===== config.mk =====
export PLATFORM = sky130hd
export DESIGN_NAME = uart_tx_fifo_flat
export DESIGN_NICKNAME = d
export VERILOG_FILES = /design/src/rtl/uart_tx_fifo_if.sv /design/src/rtl/uart_tx_fifo.sv /design/src/flat_wrapper.sv
export SDC_FILE = /design/constraint.sdc
export NUM_CORES = 1
export LEC_CHECK = 0
export CAP_MARGIN = 20
export CORE_MARGIN = 3
export CORE_UTILIZATION = 50
export CTS_CLUSTER_SIZE = 25
export DETAILED_ROUTE_END_ITERATION = 10
export HOLD_SLACK_MARGIN = 0.08
export PLACE_DENSITY = 0.7
export SLEW_MARGIN = 40
export SYNTH_ARGS = -nofsm -noshare
export SYNTH_HDL_FRONTEND = slang
export SYNTH_SLANG_ARGS = --single-unit

===== constraint.sdc =====
create_clock -name clk -period 6.3 [get_ports clk]
set_clock_uncertainty 0.1 [all_clocks]
set_input_delay 1.89 -clock clk [delete_from_list [all_inputs] [get_ports clk]]
set_output_delay 1.89 -clock clk [all_outputs]
set_load 0.005 [all_outputs]

===== src/rtl/uart_tx_fifo_if.sv =====
// -----------------------------------------------------------------------------
// uart_tx_fifo_if
// Write-side handshake between a bus master (CPU peripheral bridge) and the
// UART transmitter FIFO.
//   tx_valid : master -> slave, write request
//   tx_data  : master -> slave, payload to enqueue
//   tx_ready : slave -> master, FIFO can accept this cycle
// An entry transfers on a rising clock edge where tx_valid && tx_ready.
// -----------------------------------------------------------------------------
interface uart_tx_fifo_if #(
  parameter int PAYLOAD_BITS = 8
) ();

  logic                    tx_valid;
  logic                    tx_ready;
  logic [PAYLOAD_BITS-1:0] tx_data;

  modport master (
    output tx_valid,
    output tx_data,
    input  tx_ready
  );

  modport slave (
    input  tx_valid,
    input  tx_data,
    output tx_ready
  );

endinterface


===== src/rtl/uart_tx_fifo.sv =====
// -----------------------------------------------------------------------------
// uart_tx_fifo
// UART transmitter with runtime baud divisor, parity (none/even/odd), one or
// two stop bits and an internal transmit FIFO. Frames leave back-to-back for
// as long as the FIFO holds data.
//
// Ports:
//   clk        : system clock
//   resetn     : asynchronous active-low reset
//   wr         : write handshake (tx_valid / tx_ready / tx_data), slave side
//   cfg_div    : bit period minus one, in clk cycles (latched per frame)
//   cfg_parity : 00 none, 01 even, 10 odd, 11 none (latched per frame)
//   cfg_stop2  : 1 = two stop bits, 0 = one (latched per frame)
//   uart_txd   : serial output, idle high, driven straight from a flop
//   fifo_level : entries queued, excluding the frame in flight
//   busy       : FSM not idle or FIFO non-empty
// -----------------------------------------------------------------------------
module uart_tx_fifo #(
  parameter int PAYLOAD_BITS = 8,
  parameter int FIFO_DEPTH   = 4,
  parameter int DIV_WIDTH    = 16
) (
  input  logic                               clk,
  input  logic                               resetn,
  uart_tx_fifo_if.slave                      wr,
  input  logic [DIV_WIDTH-1:0]               cfg_div,
  input  logic [1:0]                         cfg_parity,
  input  logic                               cfg_stop2,
  output logic                               uart_txd,
  output logic [$clog2(FIFO_DEPTH+1)-1:0]    fifo_level,
  output logic                               busy
);

  localparam int PTR_W = $clog2(FIFO_DEPTH);
  localparam int LVL_W = $clog2(FIFO_DEPTH + 1);
  localparam int IDX_W = $clog2(PAYLOAD_BITS);

  localparam logic [LVL_W-1:0] LVL_FULL  = LVL_W'(FIFO_DEPTH);
  localparam logic [IDX_W-1:0] LAST_DATA = IDX_W'(PAYLOAD_BITS - 1);

  localparam logic [2:0] S_IDLE   = 3'd0;
  localparam logic [2:0] S_START  = 3'd1;
  localparam logic [2:0] S_DATA   = 3'd2;
  localparam logic [2:0] S_PARITY = 3'd3;
  localparam logic [2:0] S_STOP   = 3'd4;

  // ---------------------------------------------------------------------------
  // FIFO
  // ---------------------------------------------------------------------------
  logic [PAYLOAD_BITS-1:0] mem [FIFO_DEPTH];
  logic [PTR_W-1:0]        wr_ptr, rd_ptr;
  logic [LVL_W-1:0]        count;
  logic                    push, pop;
  logic [PAYLOAD_BITS-1:0] head;

  // Ready comes from the registered count only, so a pop in the same cycle
  // never opens a full FIFO to a write-through.
  assign wr.tx_ready = (count != LVL_FULL);
  assign push        = wr.tx_valid && wr.tx_ready;
  assign head        = mem[rd_ptr];
  assign fifo_level  = count;

  // NOTE: sequential state is updated with non-blocking assignments so every
  // flop samples values from before the edge, independent of block order.
  always_ff @(posedge clk or negedge resetn) begin
    if (!resetn) begin
      wr_ptr <= '0;
      rd_ptr <= '0;
      count  <= '0;
    end else begin
      if (push) wr_ptr <= wr_ptr + 1'b1;
      if (pop)  rd_ptr <= rd_ptr + 1'b1;
      case ({push, pop})
        2'b10:   count <= count + 1'b1;
        2'b01:   count <= count - 1'b1;
        default: count <= count;
      endcase
    end
  end

  // NOTE: the storage array has no reset; the pointers and count define which
  // entries are valid, so clearing them empties the FIFO.
  always_ff @(posedge clk) begin
    if (push) mem[wr_ptr] <= wr.tx_data;
  end

  // ---------------------------------------------------------------------------
  // Frame FSM
  // ---------------------------------------------------------------------------
  logic [2:0]              state;
  logic [DIV_WIDTH-1:0]    baud_cnt;
  logic [DIV_WIDTH-1:0]    div_lat;
  logic [IDX_W-1:0]        bit_idx;
  logic [PAYLOAD_BITS-1:0] shift;
  logic                    par_en_lat;
  logic                    par_bit_lat;
  logic                    stop2_lat;
  logic                    bit_done;
  logic                    last_stop;
  logic                    frame_end;
  logic                    txd_next;

  assign bit_done  = (baud_cnt == div_lat);
  assign last_stop = (bit_idx == (stop2_lat ? IDX_W'(1) : IDX_W'(0)));
  assign frame_end = (state == S_STOP) && bit_done && last_stop;

  // A pop from IDLE or at the very end of the last stop bit; the latter chains
  // the next start bit onto the stop bit with no idle cycle in between.
  assign pop  = (count != '0) && ((state == S_IDLE) || frame_end);
  assign busy = (state != S_IDLE) || (count != '0);

  always_ff @(posedge clk or negedge resetn) begin
    if (!resetn) begin
      state       <= S_IDLE;
      baud_cnt    <= '0;
      div_lat     <= '0;
      bit_idx     <= '0;
      shift       <= '0;
      par_en_lat  <= 1'b0;
      par_bit_lat <= 1'b0;
      stop2_lat   <= 1'b0;
    end else if (pop) begin
      // Configuration is captured here and held for the whole frame.
      state       <= S_START;
      baud_cnt    <= '0;
      bit_idx     <= '0;
      shift       <= head;
      div_lat     <= cfg_div;
      par_en_lat  <= ^cfg_parity;
      par_bit_lat <= (^head) ^ (cfg_parity == 2'b10);
      stop2_lat   <= cfg_stop2;
    end else begin
      case (state)
        S_IDLE: begin
          baud_cnt <= '0;
        end
        S_START: begin
          if (bit_done) begin
            baud_cnt <= '0;
            state    <= S_DATA;
          end else begin
            baud_cnt <= baud_cnt + 1'b1;
          end
        end
        S_DATA: begin
          if (bit_done) begin
            baud_cnt <= '0;
            shift    <= shift >> 1;
            if (bit_idx == LAST_DATA) begin
              bit_idx <= '0;
              state   <= par_en_lat ? S_PARITY : S_STOP;
            end else begin
              bit_idx <= bit_idx + 1'b1;
            end
          end else begin
            baud_cnt <= baud_cnt + 1'b1;
          end
        end
        S_PARITY: begin
          if (bit_done) begin
            baud_cnt <= '0;
            state    <= S_STOP;
          end else begin
            baud_cnt <= baud_cnt + 1'b1;
          end
        end
        S_STOP: begin
          if (bit_done) begin
            baud_cnt <= '0;
            if (last_stop) begin
              state <= S_IDLE;
            end else begin
              bit_idx <= bit_idx + 1'b1;
            end
          end else begin
            baud_cnt <= baud_cnt + 1'b1;
          end
        end
        default: begin
          state <= S_IDLE;
        end
      endcase
    end
  end

  // Line level for the current state, registered one cycle later so the pin
  // always comes from a flop.
  // NOTE: txd_next gets a default before the case so no latch is inferred.
  always_comb begin
    txd_next = 1'b1;
    case (state)
      S_START:  txd_next = 1'b0;
      S_DATA:   txd_next = shift[0];
      S_PARITY: txd_next = par_bit_lat;
      default:  txd_next = 1'b1;
    endcase
  end

  always_ff @(posedge clk or negedge resetn) begin
    if (!resetn) uart_txd <= 1'b1;
    else         uart_txd <= txd_next;
  end

endmodule


===== src/flat_wrapper.sv =====
// flat-port wrapper written by rule: the top's interface ports become plain ports
module uart_tx_fifo_flat 
#(
  parameter int PAYLOAD_BITS = 8,
  parameter int FIFO_DEPTH   = 4,
  parameter int DIV_WIDTH    = 16
)
  (clk, resetn, cfg_div, cfg_parity, cfg_stop2, uart_txd, fifo_level, busy, wr_tx_valid, wr_tx_data, wr_tx_ready);
  uart_tx_fifo_if #(.PAYLOAD_BITS(PAYLOAD_BITS)) wr_i ();
  input  logic clk;
  input  logic resetn;
  input  logic [DIV_WIDTH-1:0] cfg_div;
  input  logic [1:0] cfg_parity;
  input  logic cfg_stop2;
  output logic uart_txd;
  output logic [$clog2(FIFO_DEPTH+1)-1:0] fifo_level;
  output logic busy;
  input wire logic [$bits(wr_i.tx_valid)-1:0] wr_tx_valid;
  input wire logic [$bits(wr_i.tx_data)-1:0] wr_tx_data;
  output wire logic [$bits(wr_i.tx_ready)-1:0] wr_tx_ready;
  assign wr_i.tx_valid = wr_tx_valid;
  assign wr_i.tx_data = wr_tx_data;
  assign wr_tx_ready = wr_i.tx_ready;
  uart_tx_fifo #(.PAYLOAD_BITS(PAYLOAD_BITS), .FIFO_DEPTH(FIFO_DEPTH), .DIV_WIDTH(DIV_WIDTH)) u_core (.clk(clk), .resetn(resetn), .wr(wr_i), .cfg_div(cfg_div), .cfg_parity(cfg_parity), .cfg_stop2(cfg_stop2), .uart_txd(uart_txd), .fifo_level(fifo_level), .busy(busy));
endmodule

==> summary.md, run 1 <==
| Metric | Value |
|---|---|
| PortBufs | 35 |
| Critical Path AT | 1990 ps |
| Fin Hold WS | 416 ps |
| Startpoint types | flop |
| Post_cts resized | 0 |
| Slew Limit Fails | 0 |
| Vias | 2596 |
| Final ANT Viol Nets | 0 |
| Status | complete, no violations |
| Max FO, Critical Path | 10 |
| Cell variety after synth | 49 |
| Largest net degree at the start of global routing | 58 |
| Seq/Total Area, Yosys | 56.5% |
| Ant diodes | 0 |
| # nets final | 401 |
| Sw Pwr | 752 uW |
| Final Util | 61.6% |
| Commonest non-fill, non-tap cell in the layout | dfrtp_1 |
| Synthesized area per cell | 13.1 um^2 |
| Setup TNS | 0 ps |
| Slew @ Worst Pin | 607 ps |
| Global-route wire length before repair | 13300 um |
| Die height | 98.0 um |
| Die X-Extent | 98.0 um |
| Register Area | 2390 um^2 |
| Hold WC Path Type | flop to flop |
| CORE AREA | 7970 um^2 |
| Hold-fix buffers, CTS | 0 |
| Gate power share | 39.2% |
| EDFF count, synth | 32 |
| Max cap viols | 0 |
| Total nets after synthesis | 364 |
| Layout area overhead | 16.1% |
| Clock share of power | 20.1% |
| Commonest non-fill, non-tap cells in the layout | 56 x dfrtp_1, 34 x clkdlybuf4s50_1, 32 x edfxtp_1, 28 x nand2_1, 25 x xnor2_1 |
| Final total power | 2.29 mW |
| Initial antenna violation count | 0 |
| Worst-path clk slew | 90 ps |
| Period utilisation layout | 63.2% |
| CTS Buf Count | 9 |
| Initial core utilization | 53.1% |
| DRT Wirelength | 7680 um |
| GR Overflow Total | 0 |
| Sw frac | 32.9% |
| RSZ-0062 raised after global routing | no |
| Fin worst setup slack | 2320 ps |
| CTS max path bufs | 2 |
| Slew margin rel. | 59.3% |
| Internal | 1.53 mW |
| Fin crit period | 3980 ps |
| Synthesized area | 4230 um^2 |
| Sequential power share | 40.7% |
| Leak pwr | 1.93 nW |
| Share of cells above drive strength 1 | 13.7% |
| Area of the multi-input gates | 1730 um^2 |
| DRT iter0 DRCs | 201 |
| Post-synth ARST share | 64.0% |
| Worst vdd ir | 0.283 mV |
| Setup WS pre-CTS | 2500 ps |
| Worst setup EP type | primary output |
| Worst Path Required | 4310 ps |
| Clock sinks | 89 |
| Final setup fails | 0 |
| WL/cell | 16.4 um |
| Kind of critical path | flop to primary output |
| Fmax | 251 MHz |
| Syn Inst Count | 324 |
| Routability Congestion | 0.815 |
| Overall routing resource usage | 17.4% |
| Synth warn | 0 |
| Top FF cell, synth | dfrtp_1 |
| PwrDens | 465 nW/um^2 |
| DIE AREA | 9600 um^2 |
| H-Tree Depth | 3 |
| Rows | 32 |
| DP Wirelength | 5310 um |
| FF+latch count, synth | 89 |
| Clk_lat worst skew | 340 ps |
| DRC | 0 |
| CTS tree | built |
| First-pass detailed-route iteration total | 4 |
| Final Hold Vio Count | 0 |
| IO Pins | 36 |
| Post-CTS setup buffers | 0 |
| Clk root buf | clkbuf_8 |
| Number of global-route vias before repair | 2671 |
| Fill count | 622 |
| Drt via density | 5.55 |
[critical path, stage by stage (launching register included)]
cell and delay (ps):
dfrtp_1 500, nor3_2 550, nand2b_1 120, clkdlybuf4s50_1 470
[layout make-up]
cell class | instances | share of cell area [%]
inverters | 10 | 0.764
clock inverters | 6 | 2.19
multi-input cells | 212 | 35.3
clock buffers | 10 | 2.60
flip-flops and latches | 89 | 48.6
repair buffers | 39 | 7.90
well taps | 102 | 2.60
[flip-flops by register name (all words and copies together), names as in the netlist]
register	flops
u_core.fifo_level	3
u_core.state	3
u_core.uart_txd	1
u_core.baud_cnt	16
u_core.div_lat	16
u_core.bit_idx	3
u_core.rd_ptr	2
u_core.stop2_lat	1
u_core.wr_ptr	2
u_core.par_bit_lat	1
u_core.par_en_lat	1
u_core.mem	32
u_core.shift	8
[power groups by stage]
stage	clock, mW	sequential, mW	combinational (mW)
global route	0.494	0.958	1.00
detailed placement	0	0.945	0.902
CTS	0.470	0.933	0.908
global placement	0	0.935	0.884
finish	0.459	0.930	0.896
floorplan	0	0.872	0.772
[path summary, 6_finish.rpt]
path | cells after the start | end | slack, ps | start
worst max-delay path | 3 | busy | 2320 | u_core.state[1]
worst min-delay path | 1 | u_core.div_lat[14] | 420 | u_core.div_lat[14]
worst max register to register | 13 | u_core.fifo_level[2] | 2690 | u_core.baud_cnt[5]
worst min register to register | 1 | u_core.div_lat[14] | 420 | u_core.div_lat[14]
max in group asynchronous | 3 | u_core.uart_txd | 4210 | resetn
min in group asynchronous | 2 | u_core.shift[5] | 1370 | resetn
[cell usage after synthesis (all sizes together) (2+ instances only)]
cell type  instances  area (um^2)
nand3              8         40.0
and3              11         68.8
nand4              5         31.3
a21oi              6         30.0
xnor2             26          235
o31ai              7         52.6
clkbuf             7         27.5
dfrtp             56         1400
or3                2         12.5
buf                6         48.8
or2                2         12.5
nor3               6         30.0
nor2               5         18.8
o21ai             20          100
mux4               8          195
inv               10         37.5
nor2b              4         25.0
ha                 9          113
nor3b              2         15.0
nand2             28          105
a22o               2         17.5
a211o              2         17.5
edfxtp            32          961
xor2              11         96.3
mux2i              3         30.0
mux2              32          364
nor4               2         18.8
[metrics by stage]
| stage | cells | cell area, um^2 |
|---|---|---|
| CTS | 467 | 4890 |
| global placement | 451 | 4650 |
| detailed placement | 451 | 4650 |
| floorplan | 324 | 4230 |
| global route | 468 | 4910 |
| finish | 468 | 4910 |
[layer usage]
layer / vias up / global-route usage, % / routed length, um
met5: - / 0 / 0
met4: 0 / 6.39 / 129
met3: 12 / 3.36 / 426
met2: 69 / 26.7 / 3400
met1: 1267 / 24.8 / 3730
li1: 1248 / - / -
[cell families after synthesis]
| family | count (synthesis) | share of synthesized area (%) |
|---|---|---|
| flops | 89 | 56.5 |
| simple gates | 77 | 9.23 |
| compound gates | 45 | 6.69 |
| mux | 43 | 13.9 |
| xor+xnor | 37 | 7.84 |
| buf+inv | 23 | 2.69 |
| fa+ha+maj | 10 | 3.14 |
Note: power is estimated with default switching activity, not from simulation.
==> run 2: changes to the inputs <==
- clock period: 6.3 -> 4 ns (I/O delays scaled with it)
==> run 2 against run 1 <==
  * Sequential share of layout area rose by 0.24 points
  * Largest cell class unchanged
  * Non-clock buffer count is 3 higher
  * Cell count grew 0.64%
  * Via count increased by 0.39%
  * Critical path depth did not move
  * Worst hold slack improved by 2.1 ps
  * First-iteration DRC count fell by 19%
  * Largest power group unchanged
==> summary.md, run 2 (synthesis results as in run 1) <==
| Metric | Value |
|---|---|
| Status | complete, no violations |
| DRC | 0 |
| WL/cell | 16.6 um |
| Post-DP Area | 4680 um^2 |
| Slew margin rel. | 60.9% |
| PwrDens | 731 nW/um^2 |
| Worst setup EP type | primary output |
| Layout Cells excl Fill | 471 |
| Initial core utilization | 53.1% |
| Clk root buf | clkbuf_8 |
| DRT iter0 DRCs | 163 |
| Fin crit period | 3190 ps |
| Fmax | 313 MHz |
| Worst-path clk slew | 90 ps |
| Routed wl met2 | 3430 um |
| Period utilisation layout | 79.8% |
| Commonest non-fill, non-tap cells in the layout | 56 x dfrtp_1, 34 x clkdlybuf4s50_1, 32 x edfxtp_1, 28 x nand2_1, 25 x xnor2_1 |
| First-pass detailed-route iteration total | 4 |
| Max cap viols | 0 |
| Setup TNS | 0 ps |
| DIE AREA | 9600 um^2 |
| Top layer in use | met4 |
| Critical Path AT | 1890 ps |
| Final setup fails | 0 |
| Metal3 WL | 354 um |
| RSZ-0062 raised after global routing | no |
| Kind of critical path | flop to primary output |
| GR Overflow Total | 0 |
| Share of cells above drive strength 1 | 14.4% |
| Rows | 32 |
| Clk_lat worst skew | 340 ps |
| Hold-fix buffers, CTS | 0 |
| Routability Congestion | 0.919 |
| Max reg flops | 32 |
| DRT Wirelength | 7800 um |
| Global-route wire length before repair | 13200 um |
| Setup WS pre-CTS | 868 ps |
| Slew Limit Fails | 0 |
| Number of global-route vias before repair | 2576 |
| Hold WC Path Type | flop to flop |
| Worst vdd ir | 0.420 mV |
| Max FO, Critical Path | 4 |
| Overall routing resource usage | 17.3% |
| Final Hold Vio Count | 0 |
| Post_cts resized | 0 |
| Worst Path Required | 2700 ps |
| Leak pwr | 1.93 nW |
| Clock sinks | 89 |
| CTS max path bufs | 2 |
| Slew @ Worst Pin | 586 ps |
| IO Pins | 36 |
| CTS Buf Count | 9 |
| Fin Hold WS | 418 ps |
| Placed cell count | 455 |
| PortBufs | 35 |
| Startpoint types | flop |
| Post-route cell area | 4890 um^2 |
| CORE AREA | 7970 um^2 |
| Layout area overhead | 15.6% |
| Fin worst setup slack | 809 ps |
| Metal1 wirelength | 3960 um |
| H-Tree Depth | 3 |
| Vias | 2606 |
| Die X-Extent | 98.0 um |
| Post-CTS setup buffers | 0 |
| Top Registers | u_core.mem x32, u_core.baud_cnt x16, u_core.div_lat x16 |
| CTS tree | built |
| Die height | 98.0 um |
| DP Wirelength | 5480 um |
| Ant diodes | 0 |
| Initial antenna violation count | 0 |
| Drt via density | 5.53 |
| Biggest register | u_core.mem |
| Final ANT Viol Nets | 0 |
| Commonest non-fill, non-tap cell in the layout | dfrtp_1 |
| # nets final | 404 |
| Largest net degree at the start of global routing | 47 |
## run 2: path summary, 6_finish.rpt
kind                                       from                   end  slack [ps]  depth (start not counted)
setup / recovery           u_core.fifo_level[0]                  busy         810                          3
hold / removal                u_core.div_lat[9]     u_core.div_lat[9]         420                          1
setup reg to reg             u_core.baud_cnt[7]  u_core.fifo_level[2]         870                         13
hold reg to reg               u_core.div_lat[9]     u_core.div_lat[9]         420                          1
max in group asynchronous                resetn    u_core.baud_cnt[5]        2510                          2
min in group asynchronous                resetn       u_core.shift[5]         740                          1
## run 2: power breakdown
part	switching, mW	internal [mW]
combinational	0.682	0.782
sequential	0.237	1.24
clock	0.313	0.317
## run 2: final cells by class
| class | count | area, um^2 |
|---|---|---|
| multi-input cells | 212 | 1730 |
| flip-flops and latches | 89 | 2390 |
| inverters | 10 | 37.5 |
| clock buffers | 11 | 145 |
| fillers | 636 | 3080 |
| repair buffers | 42 | 400 |
| clock inverters | 5 | 61.3 |
| well taps | 102 | 128 |
## run 2: per-layer routing
| metal | vias up | track usage [%] |
|---|---|---|
| met2 | 58 | 24.3 |
| met5 | - | 0 |
| met3 | 5 | 3.36 |
| met4 | 0 | 5.11 |
| li1 | 1255 | - |
| met1 | 1288 | 27.3 |
## run 2: through the flow
stage | util (%) | total power [mW]
after floorplan | - | 2.59
after global placement | 58.7 | 2.92
after detailed placement | 58.7 | 2.96
after CTS | 61.3 | 3.61
after global routing | 61.3 | 3.83
final | 61.3 | 3.57
## run 2: worst max-delay path: stages, from the launching register on
cell and delay (ps):
dfrtp_1 420, or3_1 470, nand2b_1 200, clkdlybuf4s50_1 450
